==> config.mk <==
export PLATFORM = sky130hd
export DESIGN_NAME = jzjpcc_operand_stage_flat
export DESIGN_NICKNAME = d
export VERILOG_FILES = /design/src/rtl/jzjpcc_operand_stage_if.sv /design/src/rtl/jzjpcc_operand_stage.sv /design/src/flat_wrapper.sv
export SDC_FILE = /design/constraint.sdc
export NUM_CORES = 1
export LEC_CHECK = 0
export CORE_ASPECT_RATIO = 0.7
export CORE_MARGIN = 1.5
export CORE_UTILIZATION = 39
export DETAILED_ROUTE_END_ITERATION = 10
export HOLD_SLACK_MARGIN = 0.06
export MAX_ROUTING_LAYER = met4
export PLACE_DENSITY = 0.82
export RECOVER_POWER = 50
export SYNTH_ARGS = -nofsm -noshare
export SYNTH_HDL_FRONTEND = slang
export SYNTH_SLANG_ARGS = --single-unit
export TNS_END_PERCENT = 5
==> constraint.sdc <==
create_clock -name clock -period 3.2 [get_ports clock]
set_clock_uncertainty 0.2 [all_clocks]
set_input_delay 0.64 -clock clock [delete_from_list [all_inputs] [get_ports clock]]
set_output_delay 0.64 -clock clock [all_outputs]
set_load 0.01 [all_outputs]
==> src/rtl/jzjpcc_operand_stage_if.sv <==
// Bundle of signals between decode/register-read and the operand stage.
//
// Handshake: valid_in qualifies every other input in the same cycle.
// While hazardStall_out is 1, the master holds all of its inputs unchanged.
// stall_in freezes the stage's output register. flush_in kills whatever is
// being presented. valid_out qualifies aluOperandA_out, aluOperandB_out and
// storeData_out.
//
// master: upstream/test side (drives the *_in signals)
// slave : the operand stage (drives the *_out signals)
interface jzjpcc_operand_stage_if #(
  parameter int XLEN     = 32,
  parameter int PC_MAX_B = 31,
  parameter int NUM_FWD  = 2
);
  logic                     valid_in;
  logic                     stall_in;
  logic                     flush_in;
  logic [2:0]               aluMuxMode_in;
  logic                     storeEn_in;
  logic [4:0]               rs1Addr_in;
  logic [4:0]               rs2Addr_in;
  logic [XLEN-1:0]          rs1Data_in;
  logic [XLEN-1:0]          rs2Data_in;
  logic [XLEN-1:0]          immediate_in;
  logic [PC_MAX_B:2]        currentPC_in;
  logic [NUM_FWD-1:0]       fwdValid_in;
  logic [5*NUM_FWD-1:0]     fwdAddr_in;
  logic [XLEN*NUM_FWD-1:0]  fwdData_in;
  logic [NUM_FWD-1:0]       fwdReady_in;
  logic                     hazardStall_out;
  logic [XLEN-1:0]          aluOperandA_out;
  logic [XLEN-1:0]          aluOperandB_out;
  logic [XLEN-1:0]          storeData_out;
  logic                     valid_out;

  modport master (
    output valid_in, stall_in, flush_in, aluMuxMode_in, storeEn_in,
           rs1Addr_in, rs2Addr_in, rs1Data_in, rs2Data_in, immediate_in,
           currentPC_in, fwdValid_in, fwdAddr_in, fwdData_in, fwdReady_in,
    input  hazardStall_out, aluOperandA_out, aluOperandB_out,
           storeData_out, valid_out
  );

  modport slave (
    input  valid_in, stall_in, flush_in, aluMuxMode_in, storeEn_in,
           rs1Addr_in, rs2Addr_in, rs1Data_in, rs2Data_in, immediate_in,
           currentPC_in, fwdValid_in, fwdAddr_in, fwdData_in, fwdReady_in,
    output hazardStall_out, aluOperandA_out, aluOperandB_out,
           storeData_out, valid_out
  );
endinterface

==> src/rtl/jzjpcc_operand_stage.sv <==
// Execute-stage operand stage: forwarding resolution, load-use hazard
// detection and a registered ALU operand / store data output.
//
// Ports:
//   clock - rising-edge clock
//   reset - synchronous active-high reset
//   bus   - jzjpcc_operand_stage_if.slave (decode inputs, forwarding
//           channels, hazardStall_out, registered operands and valid_out)
module jzjpcc_operand_stage #(
  parameter int XLEN     = 32,
  parameter int PC_MAX_B = 31,
  parameter int NUM_FWD  = 2
) (
  input  logic                    clock,
  input  logic                    reset,
  jzjpcc_operand_stage_if.slave   bus
);

  localparam logic [2:0] MODE_RS1_RS2 = 3'b000;
  localparam logic [2:0] MODE_RS1_IMM = 3'b001;
  localparam logic [2:0] MODE_PC_4    = 3'b010;
  localparam logic [2:0] MODE_PC_IMM  = 3'b011;
  localparam logic [2:0] MODE_LUI     = 3'b100;

  // Returns {pending, value}. Channels are scanned from index 0 and the first
  // hit is final, so a pending young producer cannot be bypassed by an older
  // ready one.
  function automatic logic [XLEN:0] resolve(
    input logic [4:0]              addr,
    input logic [XLEN-1:0]         rf_data,
    input logic [NUM_FWD-1:0]      f_valid,
    input logic [5*NUM_FWD-1:0]    f_addr,
    input logic [XLEN*NUM_FWD-1:0] f_data,
    input logic [NUM_FWD-1:0]      f_ready
  );
    logic          hit;
    logic [XLEN:0] r;
    hit = 1'b0;
    r   = {1'b0, rf_data};
    if (addr != 5'd0) begin
      for (int i = 0; i < NUM_FWD; i++) begin
        if (!hit && f_valid[i] && (f_addr[5*i +: 5] == addr)) begin
          hit = 1'b1;
          r   = {~f_ready[i], f_data[XLEN*i +: XLEN]};
        end
      end
    end
    return r;
  endfunction

  logic [XLEN:0]   rs1_res;
  logic [XLEN:0]   rs2_res;
  logic [XLEN-1:0] rs1_val;
  logic [XLEN-1:0] rs2_val;
  logic            rs1_pend;
  logic            rs2_pend;
  logic [XLEN-1:0] pc_op;
  logic [XLEN-1:0] op_a;
  logic [XLEN-1:0] op_b;
  logic            rs1_used;
  logic            rs2_used;
  logic            hazard;

  assign rs1_res  = resolve(bus.rs1Addr_in, bus.rs1Data_in, bus.fwdValid_in,
                            bus.fwdAddr_in, bus.fwdData_in, bus.fwdReady_in);
  assign rs2_res  = resolve(bus.rs2Addr_in, bus.rs2Data_in, bus.fwdValid_in,
                            bus.fwdAddr_in, bus.fwdData_in, bus.fwdReady_in);
  assign rs1_pend = rs1_res[XLEN];
  assign rs1_val  = rs1_res[XLEN-1:0];
  assign rs2_pend = rs2_res[XLEN];
  assign rs2_val  = rs2_res[XLEN-1:0];

  always_comb begin
    pc_op              = '0;
    pc_op[PC_MAX_B:0]  = {bus.currentPC_in, 2'b00};
  end

  always_comb begin
    op_a     = '0;
    op_b     = '0;
    rs1_used = 1'b0;
    rs2_used = bus.storeEn_in;
    case (bus.aluMuxMode_in)
      MODE_RS1_RS2: begin
        op_a     = rs1_val;
        op_b     = rs2_val;
        rs1_used = 1'b1;
        rs2_used = 1'b1;
      end
      MODE_RS1_IMM: begin
        op_a     = rs1_val;
        op_b     = bus.immediate_in;
        rs1_used = 1'b1;
      end
      MODE_PC_4: begin
        op_a = pc_op;
        op_b = XLEN'(4);
      end
      MODE_PC_IMM: begin
        op_a = pc_op;
        op_b = bus.immediate_in;
      end
      MODE_LUI: begin
        op_b = bus.immediate_in;
      end
      default: begin
        // Reserved modes produce zero operands and still carry valid.
        op_a = '0;
        op_b = '0;
      end
    endcase
  end

  assign hazard = bus.valid_in & ~bus.flush_in &
                  ((rs1_used & rs1_pend) | (rs2_used & rs2_pend));
  assign bus.hazardStall_out = hazard;

  logic [XLEN-1:0] a_q;
  logic [XLEN-1:0] b_q;
  logic [XLEN-1:0] sd_q;
  logic            v_q;

  always_ff @(posedge clock) begin
    if (reset) begin
      a_q  <= '0;
      b_q  <= '0;
      sd_q <= '0;
      v_q  <= 1'b0;
    end else if (bus.flush_in) begin
      v_q <= 1'b0;
    end else if (bus.stall_in) begin
      a_q  <= a_q;
      b_q  <= b_q;
      sd_q <= sd_q;
      v_q  <= v_q;
    end else if (hazard) begin
      v_q <= 1'b0;
    end else begin
      a_q  <= op_a;
      b_q  <= op_b;
      sd_q <= rs2_val;
      v_q  <= bus.valid_in;
    end
  end

  assign bus.aluOperandA_out = a_q;
  assign bus.aluOperandB_out = b_q;
  assign bus.storeData_out   = sd_q;
  assign bus.valid_out       = v_q;

endmodule

==> src/flat_wrapper.sv <==
// flat-port wrapper written by rule: the top's interface ports become plain ports
module jzjpcc_operand_stage_flat 
#(
  parameter int XLEN     = 32,
  parameter int PC_MAX_B = 31,
  parameter int NUM_FWD  = 2
)
  (clock, reset, bus_valid_in, bus_stall_in, bus_flush_in, bus_aluMuxMode_in, bus_storeEn_in, bus_rs1Addr_in, bus_rs2Addr_in, bus_rs1Data_in, bus_rs2Data_in, bus_immediate_in, bus_currentPC_in, bus_fwdValid_in, bus_fwdAddr_in, bus_fwdData_in, bus_fwdReady_in, bus_hazardStall_out, bus_aluOperandA_out, bus_aluOperandB_out, bus_storeData_out, bus_valid_out);
  jzjpcc_operand_stage_if #(.XLEN(XLEN), .PC_MAX_B(PC_MAX_B), .NUM_FWD(NUM_FWD)) bus_i ();
  input  logic clock;
  input  logic reset;
  input wire logic [$bits(bus_i.valid_in)-1:0] bus_valid_in;
  input wire logic [$bits(bus_i.stall_in)-1:0] bus_stall_in;
  input wire logic [$bits(bus_i.flush_in)-1:0] bus_flush_in;
  input wire logic [$bits(bus_i.aluMuxMode_in)-1:0] bus_aluMuxMode_in;
  input wire logic [$bits(bus_i.storeEn_in)-1:0] bus_storeEn_in;
  input wire logic [$bits(bus_i.rs1Addr_in)-1:0] bus_rs1Addr_in;
  input wire logic [$bits(bus_i.rs2Addr_in)-1:0] bus_rs2Addr_in;
  input wire logic [$bits(bus_i.rs1Data_in)-1:0] bus_rs1Data_in;
  input wire logic [$bits(bus_i.rs2Data_in)-1:0] bus_rs2Data_in;
  input wire logic [$bits(bus_i.immediate_in)-1:0] bus_immediate_in;
  input wire logic [$bits(bus_i.currentPC_in)-1:0] bus_currentPC_in;
  input wire logic [$bits(bus_i.fwdValid_in)-1:0] bus_fwdValid_in;
  input wire logic [$bits(bus_i.fwdAddr_in)-1:0] bus_fwdAddr_in;
  input wire logic [$bits(bus_i.fwdData_in)-1:0] bus_fwdData_in;
  input wire logic [$bits(bus_i.fwdReady_in)-1:0] bus_fwdReady_in;
  output wire logic [$bits(bus_i.hazardStall_out)-1:0] bus_hazardStall_out;
  output wire logic [$bits(bus_i.aluOperandA_out)-1:0] bus_aluOperandA_out;
  output wire logic [$bits(bus_i.aluOperandB_out)-1:0] bus_aluOperandB_out;
  output wire logic [$bits(bus_i.storeData_out)-1:0] bus_storeData_out;
  output wire logic [$bits(bus_i.valid_out)-1:0] bus_valid_out;
  assign bus_i.valid_in = bus_valid_in;
  assign bus_i.stall_in = bus_stall_in;
  assign bus_i.flush_in = bus_flush_in;
  assign bus_i.aluMuxMode_in = bus_aluMuxMode_in;
  assign bus_i.storeEn_in = bus_storeEn_in;
  assign bus_i.rs1Addr_in = bus_rs1Addr_in;
  assign bus_i.rs2Addr_in = bus_rs2Addr_in;
  assign bus_i.rs1Data_in = bus_rs1Data_in;
  assign bus_i.rs2Data_in = bus_rs2Data_in;
  assign bus_i.immediate_in = bus_immediate_in;
  assign bus_i.currentPC_in = bus_currentPC_in;
  assign bus_i.fwdValid_in = bus_fwdValid_in;
  assign bus_i.fwdAddr_in = bus_fwdAddr_in;
  assign bus_i.fwdData_in = bus_fwdData_in;
  assign bus_i.fwdReady_in = bus_fwdReady_in;
  assign bus_hazardStall_out = bus_i.hazardStall_out;
  assign bus_aluOperandA_out = bus_i.aluOperandA_out;
  assign bus_aluOperandB_out = bus_i.aluOperandB_out;
  assign bus_storeData_out = bus_i.storeData_out;
  assign bus_valid_out = bus_i.valid_out;
  jzjpcc_operand_stage #(.XLEN(XLEN), .PC_MAX_B(PC_MAX_B), .NUM_FWD(NUM_FWD)) u_core (.clock(clock), .reset(reset), .bus(bus_i));
endmodule
# After elaboration in Yosys (flattened, before gate mapping)
# Cells that the tools add are included.
dict set report op_classes {
  n_eq_ne 8
  mux 15
  bitwise 10
  reduce_logical 16
}
# cell n
set ops {}
lappend ops {{$mux W33} 6}
lappend ops {{$pmux W32 S3} 1}
lappend ops {{$pmux W32 S2} 1}
lappend ops {{$eq A5 B5 Y1} 4}
lappend ops {{$reduce_bool A5 Y1} 2}
lappend ops {{$mux W1} 7}
lappend ops {{$eq A3 B2 Y1 const B} 2}
lappend ops {{$logic_and A1 B1 Y1} 6}
lappend ops {{$reduce_or A2 Y1} 3}
lappend ops {{$not A1 Y1} 5}
lappend ops {{$and A1 B1 Y1} 4}
lappend ops {{$eq A3 B1 Y1 const B} 1}
lappend ops {{$eq A3 B3 Y1 const B} 1}
lappend ops {{$logic_not A3 Y1} 1}
lappend ops {{$reduce_and A3 Y1} 1}
lappend ops {{$reduce_or A3 Y1} 1}
lappend ops {{$logic_not A1 Y1} 2}
lappend ops {{$or A1 B1 Y1} 1}
dict set report totals {
  regBits 97
  inputBits 223
  out_inout_bits 98
  word_cells 53
}

# Longest topological paths before layout
dict set report logic_depth {
  word_depth 14
  ltp_mapped 10
  ltp_nobuf 7
}

# Least setup slack after synthesis
# OpenSTA, ideal clock, no wires.
dict set report synth_timing {
  kind {input port to flip-flop}
  startpoint {input bus_fwdAddr_in[2]}
  endpoint {register u_core.b_q[0] (netlist: u_core.bus.aluOperandB_out[0])}
  setup_time_ns 0.117
  t_arrival_ns 2.474
  required_time_ns 2.883
  slack_ns 0.409
  stages 10
  path_buffers 3
  cell_sequence {xor2_1 > or4_4 > nor3_2 > a21oi_1 > o211a_1 > buf_6 > and3_1 > buf_2 > buf_6 > a22o_1}
}
dict set report synth_via {
  elab_chain_cells 14
  word_cells_on_any_way 27
  classes_between {eq/ne (2); mux (11); bitwise (5); reduce/logical (9)}
}
# element line_no
set synth_rtl {}
lappend synth_rtl {{start: declaration} flat_wrapper.sv:24} ;# input wire logic [$bits(bus_i.fwdAddr_in)-1:0] bus_fwdAddr_in;
lappend synth_rtl {{$eq A5 B5 Y1} jzjpcc_operand_stage.sv:42} ;# if (!hit && f_valid[i] && (f_addr[5*i +: 5] == addr)) begin
lappend synth_rtl {{$logic_and A1 B1 Y1} jzjpcc_operand_stage.sv:42}
lappend synth_rtl {{$mux W1} jzjpcc_operand_stage.sv:42}
lappend synth_rtl {{$mux W1} jzjpcc_operand_stage.sv:40} ;# if (addr != 5'd0) begin
lappend synth_rtl {{$logic_not A1 Y1} jzjpcc_operand_stage.sv:42}
lappend synth_rtl {{$logic_and A1 B1 Y1 (2 in series)} jzjpcc_operand_stage.sv:42}
lappend synth_rtl {{$mux W33} jzjpcc_operand_stage.sv:42}
lappend synth_rtl {{$mux W33} jzjpcc_operand_stage.sv:40}
lappend synth_rtl {{$and A1 B1 Y1} jzjpcc_operand_stage.sv:115} ;# ((rs1_used & rs1_pend) | (rs2_used & rs2_pend));
lappend synth_rtl {{$or A1 B1 Y1} jzjpcc_operand_stage.sv:115}
lappend synth_rtl {{$and A1 B1 Y1} jzjpcc_operand_stage.sv:114} ;# assign hazard = bus.valid_in & ~bus.flush_in &
lappend synth_rtl {{$not A1 Y1 (no source line)} --}
lappend synth_rtl {{$reduce_and A3 Y1 (no source line)} --}
lappend synth_rtl {{end signal: assignment} jzjpcc_operand_stage.sv:133} ;# b_q <= b_q;
lappend synth_rtl {{end signal: assignment} jzjpcc_operand_stage.sv:140} ;# b_q <= op_b;
lappend synth_rtl {{end: declaration} jzjpcc_operand_stage.sv:119} ;# logic [XLEN-1:0] b_q;
# Several ways; a longest one is shown, not always the timed one. The select of a mux whose other input is x is not followed.
# A chain may end at the register's enable or synchronous reset.

# Worst setup path in the final report
dict set report layout_timing {
  startpoint {input bus_fwdAddr_in[7]}
  endpoint {output bus_hazardStall_out}
}
dict set report layout_via {
  elab_chain_cells 7
  word_cells_on_any_way 12
  classes_between {eq/ne (2); mux (4); bitwise (4); reduce/logical (2)}
}
# element line_no
set layout_rtl {}
lappend layout_rtl {{$eq A5 B5 Y1} jzjpcc_operand_stage.sv:42}
lappend layout_rtl {{$logic_and A1 B1 Y1} jzjpcc_operand_stage.sv:42}
lappend layout_rtl {{$mux W33} jzjpcc_operand_stage.sv:42}
lappend layout_rtl {{$mux W33} jzjpcc_operand_stage.sv:40}
lappend layout_rtl {{$and A1 B1 Y1} jzjpcc_operand_stage.sv:115}
lappend layout_rtl {{$or A1 B1 Y1 *} jzjpcc_operand_stage.sv:115}
lappend layout_rtl {{$and A1 B1 Y1 *} jzjpcc_operand_stage.sv:114}
lappend layout_rtl {{end: declaration} flat_wrapper.sv:27} ;# output wire logic [$bits(bus_i.hazardStall_out)-1:0] bus_hazardStall_out;
# Mark *: on every way between the ends. The rest lies on a longest branch, timed or not.

==> results.json <==
{
  "critPathSlowestCell": "clkdlybuf4s50_1",
  "place_hpwl_mm": 20.6,
  "fin_tns_setup_ns": 0,
  "wirelength_mm": 26.6,
  "wl_per_cell_microns": 21.2,
  "dr.pass1.iters": 10,
  "ctsHtreeMaxLevel": 3,
  "synth_ff_type": "dfxtp_1",
  "synth_most_common_cell": "nand2_1",
  "final.setup.worst_slack_ns": 0.0579,
  "clkSinkCount": 97,
  "pre_cts_ws_ns": -0.604,
  "die_area_sq_um": 15100,
  "nets": 1284,
  "dp_cells": 1235,
  "whs_ns": 0.274,
  "antenna_left": 0,
  "run_status": "finished, final reports clean",
  "fp.dieH_microns": 103,
  "worst_ep_arrival_time_ns": 2.30,
  "fin_area_sq_um": 9940,
  "die_x_microns": 146,
  "hold_class": "flip-flop to flip-flop",
  "synth_cell_types": 46,
  "drive_above_1_share_pct": 13.2,
  "crit_fanout": 2,
  "layout.cells.non_filler": 1256,
  "drt_iter0_markers": 1176,
  "min-delay-start": "u_core.bus.aluOperandB_out[24]$_SDFFE_PP0P_",
  "hold_buffers": 0,
  "powerDensity_nw_per_um2": 326,
  "avgSynthCellArea_sq_um": 7.96,
  "io_buffer_count": 320,
  "rows": 36,
  "start_util_pct": 40.1,
  "viasPerCell": 5.77,
  "clock_latency_ns": 0.35,
  "critical_path_class": "primary input to output port",
  "fin_crit_sh_pct": 98.2,
  "cp_slowest_stage_delay_ns": 0.53,
  "synth.top_cells.by_count": "131 x nand2_1, 97 x dfxtp_1, 92 x a22o_1",
  "grt_max_degree": 49,
  "fin_crit_ns": 3.14,
  "synth.largest_area_cell": "dfxtp_1",
  "vdd_drop_max_uv": 276,
  "netlist.area_leader.share_pct": 34.7,
  "drv_cap": 0,
  "top_level_ports": 321,
  "crit_path_start_kind": "primary input",
  "max_freq_mhz": 318,
  "slew_headroom_pct": 65.6,
  "synth_edf_count": 0,
  "rrSetupSlack_ns": 2.20,
  "remaining_drc_errors": 0,
  "area_growth_pct": 77.5,
  "crit_family": "buffers and inverters",
  "finalWeightedCongestion": 0.954,
  "yosysSeqAreaShare_pct": 34.7,
  "cp.buffers_inverters": 2,
  "place_area_sq_um": 9550,
  "grt_pass1_wl_mm": 38.6,
  "clockBufferDepth": 2,
  "end_kind": "output port",
  "p_leak_nw": 4.13,
  "cts-buffers-inserted": 9,
  "setup_viol": 0,
  "yosys_warnings": 0,
  "hold_end": "u_core.bus.aluOperandB_out[24]$_SDFFE_PP0P_",
  "vias": 7243,
  "reg2reg_depth": 2,
  "ys_ff_latch": 97,
  "syn_area_sq_um": 5600,
  "clk_pin_slew_ns": 0.07,
  "ys_async_sr_fraction_pct": 0,
  "diodes": 0,
  "r2r_end": "u_core.bus.storeData_out[9]$_SDFFE_PP0P_",
  "grt_pass1_vias": 6488,
  "worstPathCellList": "clkdlybuf4s50_1 -> xnor2_1 -> nand2_1 -> nor4b_4 -> a21oi_2 -> o21a_1 -> nor2_1 -> buf_2",
  "antenna_found_initial": 2,
  "synthCells": 704,
  "fp.coreArea_sq_um": 14000,
  "critical_path_required_ns": 2.36,
  "grt_usage_pct": 35.0,
  "tritoncts": "yes",
  "grt.overflow.total": 0,
  "slew_violations": 0,
  "synthTopCellsByArea": "dfxtp_1 35%, a22o_1 14%, nand2_1 8.8%",
  "final-hold-violation-count": 0,
  "rr_startpoint": "u_core.bus.storeData_out[9]$_SDFFE_PP0P_",
  "synth_nets": 927,
  "tightest_slew_ns": 0.516,
  "holdPathStages": 1,
  "root_buffer": "clkbuf_16"
}
power breakdown:
part	total (mW)	internal, mW	switching (mW)
Sequential	1.28	1.25	0.0244
Clock	1.08	0.560	0.518
Combinational	0.887	0.492	0.395
layout make-up:
cell class,instances,area [sq um]
fillers,1113,4020
inverters,4,15.0
clock buffers,10,239
repair buffers,415,3980
flip-flops and latches,97,1940
clock inverters,6,50.0
multi-input cells,534,3480
well taps,190,238
how the worst max path moves through the flow:
stage	start	endpoint	slack, ns	depth (start not counted)
floorplan	bus_fwdAddr_in[2]	u_core.bus.aluOperandB_out[0]$_SDFFE_PP0P_	0.41	10
global placement	bus_fwdAddr_in[2]	bus_hazardStall_out	-0.62	8
detailed placement	bus_fwdAddr_in[2]	bus_hazardStall_out	-0.60	8
CTS	bus_fwdAddr_in[2]	bus_hazardStall_out	0.009	8
global route	bus_rs1Addr_in[1]	bus_hazardStall_out	-0.003	8
finish	bus_fwdAddr_in[7]	bus_hazardStall_out	0.06	8
metal layers:
layer | wire [microns] | global-route usage [%] | vias up
met5 | 0 | - | -
met4 | 418 | 6.45 | 0
met3 | 3180 | 9.61 | 35
met2 | 11400 | 49.8 | 463
met1 | 11700 | 49.5 | 3331
li1 | - | - | 3414
cell usage in the layout (no fill, tap or decap), drive strengths merged, types with 7 or more instances in the layout:
cell type and n:
xnor2 16, nand3 35, dfxtp 97, nand2 131, a222oi 30, clkdlybuf4s50 211
inv 7, clkbuf 13, a311oi 31, o221ai 30, nor2 72, dlygate4sd3 97
buf 97, a22o 92, o21ai 35, nor3 10
cells by family after synthesis:
kind of cell	Yosys count	synth area share, %
and+or+nand+nor	271	20.7
AOI/OAI and AO/OA	241	35.6
DFF	97	34.7
buffers and inverters	73	5.58
xor gates and xnor gates	21	3.28
muxes	1	0.201
flip-flops by register name (all words and copies together), names as in the netlist:
signal / cells
u_core.bus.valid_out: 1
u_core.bus.aluOperandA_out: 32
u_core.bus.aluOperandB_out: 32
u_core.bus.storeData_out: 32
per-stage QoR:
step                util [%]  total power [mW]
global route            71.2              3.37
finish                  71.2              3.24
global placement        68.4              2.17
CTS                     70.7              3.25
detailed placement      68.4              2.18
floorplan                  -              1.60
repair_timing:
item | CTS | global route
hold endpoints to repair | 0 | 0
setup buffers | 1 | 4
gates resized for setup | 18 | 18
endpoints found under the setup margin | 1 | 17
pin swaps | 6 | 13
No activity file was read; power rests on OpenSTA's default activity.
